[config.mk]
export PLATFORM = sky130hd
export DESIGN_NAME = bin_to_bcd_seq
export DESIGN_NICKNAME = d
export VERILOG_FILES = /design/src/rtl/bin_to_bcd_seq_pkg.sv /design/src/rtl/bin_to_bcd_seq_digit_adj.sv /design/src/rtl/bin_to_bcd_seq.sv
export SDC_FILE = /design/constraint.sdc
export NUM_CORES = 1
export LEC_CHECK = 0
export BUFFER_PORTS_ARGS = -buffer_cell sky130_fd_sc_hd__buf_4
export CORE_MARGIN = 3
export CORE_UTILIZATION = 35
export CTS_BUF_LIST = sky130_fd_sc_hd__clkbuf_4 sky130_fd_sc_hd__clkbuf_8
export DETAILED_ROUTE_END_ITERATION = 16
export GPL_ROUTABILITY_DRIVEN = 0
export GPL_TIMING_DRIVEN = 0
export RECOVER_POWER = 25
export SETUP_SLACK_MARGIN = 0.2
export SLEW_MARGIN = 20
export SYNTH_ARGS = -nofsm -noshare
export SYNTH_HDL_FRONTEND = slang
export SYNTH_SLANG_ARGS = --single-unit
[constraint.sdc]
create_clock -name clk -period 1.5 [get_ports clk]
set_input_delay 0.3 -clock clk [delete_from_list [all_inputs] [get_ports clk]]
set_output_delay 0.3 -clock clk [all_outputs]
set_load 0.05 [all_outputs]
[src/rtl/bin_to_bcd_seq_pkg.sv]
// Shared defaults, the BCD ceiling and the FSM state set for the sequential
// binary-to-BCD converter.
package bin_to_bcd_seq_pkg;

    localparam int WIDTH_DEF  = 20;
    localparam int DIGITS_DEF = 6;

    typedef enum logic [0:0] {
        IDLE  = 1'b0,
        SHIFT = 1'b1
    } state_e;

    // Largest value representable with the given number of decimal digits.
    function automatic longint unsigned bcd_max_f(input int digits);
        longint unsigned p;
        p = 64'd1;
        for (int i = 0; i < digits; i++) begin
            p = p * 64'd10;
        end
        return p - 64'd1;
    endfunction

    localparam longint unsigned BCD_MAX = bcd_max_f(DIGITS_DEF);

endpackage

[src/rtl/bin_to_bcd_seq_digit_adj.sv]
// Double-dabble digit correction: a BCD digit of 5 or more gets 3 added
// before the shift so that it carries correctly into the next digit.
module bcd_digit_adj (
    input  logic [3:0] digit,
    output logic [3:0] adjusted
);

    // Add-3 correction, 4-bit wrap with no carry out.
    always_comb begin
        if (digit >= 4'd5) begin
            adjusted = digit + 4'd3;
        end else begin
            adjusted = digit;
        end
    end

endmodule

[src/rtl/bin_to_bcd_seq.sv]
// Sequential shift-and-add-3 binary to BCD converter, one bit per clock.
// bcd/ovf only change on the final shift so the display never sees partials.
module bin_to_bcd_seq
    import bin_to_bcd_seq_pkg::*;
#(
    parameter int WIDTH  = WIDTH_DEF,
    parameter int DIGITS = DIGITS_DEF
) (
    input  logic                  clk,
    input  logic                  rst_n,
    input  logic                  start,
    input  logic [WIDTH-1:0]      bin,
    output logic                  busy,
    output logic                  done,
    output logic [4*DIGITS-1:0]   bcd,
    output logic                  ovf
);

    localparam int CW = $clog2(WIDTH + 1);
    localparam int SW = 4 * DIGITS;
    localparam logic [63:0] MAX_L = bcd_max_f(DIGITS);

    state_e             state_r;
    logic [CW-1:0]      cnt_r;
    logic [SW-1:0]      scratch_r;
    logic [WIDTH-1:0]   operand_r;
    logic               ovf_lat_r;
    logic [SW-1:0]      bcd_r;
    logic               ovf_r;
    logic               done_r;

    logic [SW-1:0]      adj_s;
    logic [SW-1:0]      shifted_s;
    logic               over_s;
    logic [WIDTH-1:0]   load_s;

    for (genvar g = 0; g < DIGITS; g++) begin : g_adj
        bcd_digit_adj u_adj (
            .digit    (scratch_r[4*g +: 4]),
            .adjusted (adj_s[4*g +: 4])
        );
    end

    // Operand clamp to the largest displayable value, plus the next scratch.
    always_comb begin
        over_s    = 64'(bin) > MAX_L;
        shifted_s = {adj_s[SW-2:0], operand_r[WIDTH-1]};
        if (over_s) begin
            load_s = WIDTH'(MAX_L);
        end else begin
            load_s = bin;
        end
    end

    // Conversion FSM, datapath and output registers.
    always_ff @(posedge clk or negedge rst_n) begin
        if (!rst_n) begin
            state_r   <= IDLE;
            cnt_r     <= '0;
            scratch_r <= '0;
            operand_r <= '0;
            ovf_lat_r <= 1'b0;
            bcd_r     <= '0;
            ovf_r     <= 1'b0;
            done_r    <= 1'b0;
        end else begin
            done_r <= 1'b0;
            case (state_r)
                IDLE: begin
                    if (start) begin
                        state_r   <= SHIFT;
                        scratch_r <= '0;
                        cnt_r     <= CW'(WIDTH);
                        operand_r <= load_s;
                        ovf_lat_r <= over_s;
                    end else begin
                        state_r <= IDLE;
                    end
                end
                SHIFT: begin
                    scratch_r <= shifted_s;
                    operand_r <= {operand_r[WIDTH-2:0], 1'b0};
                    cnt_r     <= cnt_r - CW'(1);
                    if (cnt_r == CW'(1)) begin
                        bcd_r   <= shifted_s;
                        ovf_r   <= ovf_lat_r;
                        done_r  <= 1'b1;
                        state_r <= IDLE;
                    end else begin
                        state_r <= SHIFT;
                    end
                end
                default: begin
                    state_r <= IDLE;
                end
            endcase
        end
    end

    assign busy = (state_r == SHIFT);
    assign done = done_r;
    assign bcd  = bcd_r;
    assign ovf  = ovf_r;

endmodule

# After elaboration in Yosys (flattened, before gate mapping)
# Cells that the tools add are included.
# W data, S select, Z words.
word_totals:
  regBits: 77
  out_inout_bits: 27
  word_cells: 45
classes:
  add_sub_neg: 7
  magnitude_cmp: 7
  eq_ne: 2
  n_mux: 18
  n_bitwise: 1
  n_reduce_logical: 2
ops:
  columns: ["op", "count"]
  rows:
  - ["$pmux W24 S2", 1]
  - ["$mux W20", 2]
  - ["$pmux W20 S2", 1]
  - ["$ge A4 B3 Y1 const B", 6]
  - ["$mux W24", 1]
  - ["$add A4 B2 Y4 const B", 5]
  - ["$gt A20 B20 Y1 const B", 1]
  - ["$mux W4", 5]
  - ["$pmux W5 S2", 1]
  - ["$eq A5 B1 Y1 const B", 1]
  - ["$mux W5", 1]
  - ["$sub A5 B1 Y5 const B", 1]
  - ["$mux W1", 4]
  - ["$reduce_and A2 Y1", 2]
  - ["$add A3 B2 Y3 const B", 1]
  - ["$mux W3", 1]
  - ["$ne A2 B2 Y1 const B", 1]
  - ["$pmux W1 S2", 1]
  - ["$not A1 Y1", 1]

# Depth between registers and ports, before layout
logic_depth:
  depth_word: 4
  depth_mapped: 6

# By module
# From an unflattened synthesis, not the netlist that was laid out.
unflattened:
  hier_cells: 341
  area_unflattened_um2: 3816.2
modules_own_cells:
  columns: ["mod", "n_inst", "cells_per_inst", "area_per_inst_um2", "seq_area_each_um2"]
  rows:
  - ["bin_to_bcd_seq", 1, 245, 3208.1, 1926.8]
  - ["bcd_digit_adj", 6, 16, 101.3, 0.0]

# Least setup slack after synthesis
# No wires, ideal clock.
synth_timing:
  path_type: "flip-flop to flip-flop"
  startpoint: "register state_r (netlist: busy)"
  endpoint: "register bcd_r[10] (netlist: bcd[10])"
  arrival_ns: 1.623
  required_time_ns: 1.375
  setup_slack_ns: -0.247
  stages_incl_launch_ff: 5
  n_path_buf: 1
  cell_sequence: "dfrtp_1 > buf_2 > nand4b_1 > inv_1 > mux2_2"
synth_between:
  elab_chain_len: 1
synth_rtl:
  columns: ["item", "line_no", "text"]
  rows:
  - ["from (decl)", "bin_to_bcd_seq.sv:23", "state_e state_r;"]
  - ["from (signal assigned)", "bin_to_bcd_seq.sv:58", "state_r <= IDLE;"]
  - ["from (signal assigned)", "bin_to_bcd_seq.sv:71", "state_r <= SHIFT;"]
  - ["from (signal assigned)", "bin_to_bcd_seq.sv:77", "state_r <= IDLE;"]
  - ["$reduce_and A2 Y1 (no source line)", null, null]
  - ["to (signal assigned)", "bin_to_bcd_seq.sv:85", "bcd_r <= shifted_s;"]
  - ["to (decl)", "bin_to_bcd_seq.sv:28", "logic [SW-1:0] bcd_r;"]
# Every way passes these cells.
# A chain may end at the register's enable or synchronous reset.

# Final worst setup path
layout_timing:
  startpoint: "register scratch_r[0]"
  endpoint: "register scratch_r[2]"
layout_between:
  elab_chain_len: 3
  elab_cells_between_ends: 4
  classes_between: "add/sub: 1; order compare: 1; mux: 2"
layout_rtl:
  columns: ["item", "line_no", "text"]
  rows:
  - ["from (decl)", "bin_to_bcd_seq.sv:25", "logic [SW-1:0] scratch_r;"]
  - ["from (signal assigned)", "bin_to_bcd_seq.sv:81", "scratch_r <= shifted_s;"]
  - ["$add A4 B2 Y4 / $ge A4 B3 Y1 (equally long branches)", "bin_to_bcd_seq_digit_adj.sv:11, bin_to_bcd_seq_digit_adj.sv:10", null]
  - ["$mux W4 (*)", "bin_to_bcd_seq_digit_adj.sv:10", "if (digit >= 4'd5) begin"]
  - ["$pmux W24 S2 (*)", "bin_to_bcd_seq.sv:68", "case (state_r)"]
# Every way passes the cells marked *; elsewhere a longest branch is shown, timed or not.

==> impl_metrics.env <==
export IMPL_p_int_mw=7.284
export IMPL_reg2reg_from="scratch_r[0]"
export IMPL_htree_levels=3
export IMPL_antenna_found_initial=0
export IMPL_p_sw_mw=5.375
export IMPL_synth_edf_count=0
export IMPL_setup_viol=0
export IMPL_wl_per_cell_um=16.03
export IMPL_rows=37
export IMPL_r2r_cells=5
export IMPL_cts_buffers=9
export IMPL_clock_skew_ns=0.008370
export IMPL_yosysTopAreaCell="dfrtp_1"
export IMPL_grt_max_degree=78
export IMPL_hold_viol=0
export IMPL_firstDrtPassIters=4
export IMPL_hold_class="primary input to asynchronous set/reset pin"
export IMPL_status="finished, final reports clean"
export IMPL_initialDrtViolationCount=145
export IMPL_synth_sequential_area_ratio_pct=51.49
export IMPL_initial_core_util_pct=36.09
export IMPL_clk_pin_slew_ns=0.08
export IMPL_cp_max_fo=3
export IMPL_placed_cell_area_um2=4489
export IMPL_overflow=0
export IMPL_cts_root_buf="clkbuf_8"
export IMPL_critical_path_class="flop to flop"
export IMPL_nets=519
export IMPL_drive_above_1_share_pct=49.08
export IMPL_synth_common_cells="dfrtp_1, nand2_1, o21ai_0, a21oi_1, inv_1"
export IMPL_syn_inst=387
export IMPL_stdcell_area_um2=5569
export IMPL_routed_wl_um=9988
export IMPL_ys_types=35
export IMPL_syn2layout_area_growth_pct=48.81
export IMPL_hpwl_um=6111
export IMPL_final_util_pct=53.70
export IMPL_n_antenna_cell=0
export IMPL_vdd_drop_max_uv=1013
export IMPL_min_period_ns=1.482
export IMPL_swShare_pct=42.46
export IMPL_track_usage_pct=16.74
export IMPL_die_area_um2=11970
export IMPL_start_kind="flop"
export IMPL_fin_crit_sh_pct=98.77
export IMPL_via_per_inst=5.019
export IMPL_r2r_end="scratch_r[2]"
export IMPL_yosysMostFrequentCell="dfrtp_1"
export IMPL_synth_flop_cell="dfrtp_1"
export IMPL_yosys_area_top_type_share_pct=51.49
export IMPL_p_comb_share_pct=57.3
export IMPL_slew_headroom_pct=25.93
export IMPL_synth_area_top_cells="dfrtp_1, nand2_1, o21ai_0"
export IMPL_clock_sinks=77
export IMPL_grt_setup_unrepaired="true"
export IMPL_die_x_um=109.4
export IMPL_cts_buffer_depth=2
export IMPL_clockPowerShare_pct=12.1
export IMPL_vias=3127
export IMPL_clock_fmax_mhz=675.0
export IMPL_arrival_ns=1.74
export IMPL_synth_warnings=0
export IMPL_clock_latency_ns=0.34
export IMPL_dp_slack_ns=-0.2547
export IMPL_ys_seq_elements=77
export IMPL_core_area_um2=10370
export IMPL_syn_nets=424
export IMPL_p_leak_nw=2.509
export IMPL_report_final_slew_viol_count=0
export IMPL_cts_tree="yes"
export IMPL_drtAntennaViolNets=0
export IMPL_worst_pin_slew_ns=1.111
export IMPL_setup_ws_ns=0.01846
export IMPL_grt_pass1_wl_um=15650
export IMPL_fin_setup_tns_ns=0
export IMPL_maxCapViolCount=0
export IMPL_seq_power_share_pct=30.6
export IMPL_r2r_slack_ns=0.02
export IMPL_grt_pass1_vias=3245
export IMPL_powerDensity_nw_per_um2=2273
export IMPL_die_h_um=109.4
export IMPL_synth_async_reset_ratio_pct=100.0
export IMPL_required_ns=1.76
export IMPL_end_kind="flop"
export IMPL_route_detailed_drc=0
export IMPL_portBuffers=49
export IMPL_synth_avg_cell_area_um2=9.670
export IMPL_hold_buffers=0
export IMPL_boundaryPins=50
export IMPL_netlist_area_um2=3742
==> placed cells by master (no fill, tap or decap), types with 10 or more instances in the layout <==
master,count
o22ai_1,12
nand2_2,11
clkbuf_8,13
a21oi_1,10
o21ai_0,23
buf_6,14
o21ai_2,15
inv_2,13
nand2_1,53
buf_4,66
o21ai_1,14
dfrtp_1,71
mux2i_1,12
==> layout make-up <==
class / instances / area [µm²]
multi-input cells: 270 / 2253
inverters: 20 / 87.58
clock inverters: 3 / 17.52
clock buffers: 13 / 178.9
well taps: 136 / 170.2
plain buffers: 20 / 187.7
repair buffers: 84 / 739.5
flip-flops and latches: 77 / 1934
fillers: 923 / 4801
==> power by group through the flow <==
stage	clock network (mW)	registers (mW)	logic (mW)
floorplan	0	4.52	3.07
global placement	0	3.72	5.06
detailed placement	0	3.75	5.21
CTS	1.59	3.74	6.20
global route	1.69	4.01	7.82
finish	1.53	3.87	7.25
==> state kept, by name (all words and copies together) (netlist names) <==
| register | flops |
|---|---|
| busy | 1 |
| bcd | 24 |
| done | 1 |
| scratch_r | 24 |
| operand_r | 20 |
| ovf | 1 |
| ovf_lat_r | 1 |
| cnt_r | 5 |
==> layer usage <==
metal / routed length, µm / track usage (%) / vias up
met3: 349 / 3.817 / 6
met2: 5278 / 28.42 / 63
met4: 78 / 5.699 / 0
met5: 0 / 0 / -
met1: 4282 / 20.97 / 1525
li1: - / - / 1533
==> worst max-delay path by stage <==
stage	from	to	slack [ns]	cells past startpoint
3_5_place_dp	cnt_r[1]	bcd[21]	-0.25	5
6_report	scratch_r[0]	scratch_r[2]	0.02	5
4_1_cts	scratch_r[17]	scratch_r[18]	0.05	6
5_1_grt	scratch_r[5]	scratch_r[6]	-0.03	6
2_1_floorplan	busy	bcd[10]	-0.01	4
3_3_place_gp	cnt_r[1]	bcd[21]	-0.17	5
==> repair_timing <==
action	CTS	global route
setup buffers	22	9
gates cloned	1	3
pin swaps	16	29
endpoints found under the setup margin	62	69
gates resized for setup	69	99
==> critical path, stage by stage, from the launching register on <==
cell      delay, ns
dfrtp_1        0.44
ha_4           0.18
nand2b_4       0.15
a21oi_4        0.17
mux2_4         0.33
o22ai_2        0.14
==> logic make-up after synthesis <==
group           Yosys count  share of synthesized area [%]
flops                    77                          51.49
xor+xnor                  8                          1.872
compound gates          105                          15.81
buf+inv                  40                          4.380
simple gates            120                          15.31
mux                      23                          6.453
fa+ha+maj                14                          4.681
==> per-stage QoR <==
step	std cells	hold slack, ns	total power, mW
floorplan	387	0.004409	7.589
global placement	572	0.4613	8.785
detailed placement	572	0.4689	8.961
CTS	611	0.1415	11.54
global route	623	0.1875	13.52
finish	623	0.1368	12.66
Power figures use the tool's default switching activity.
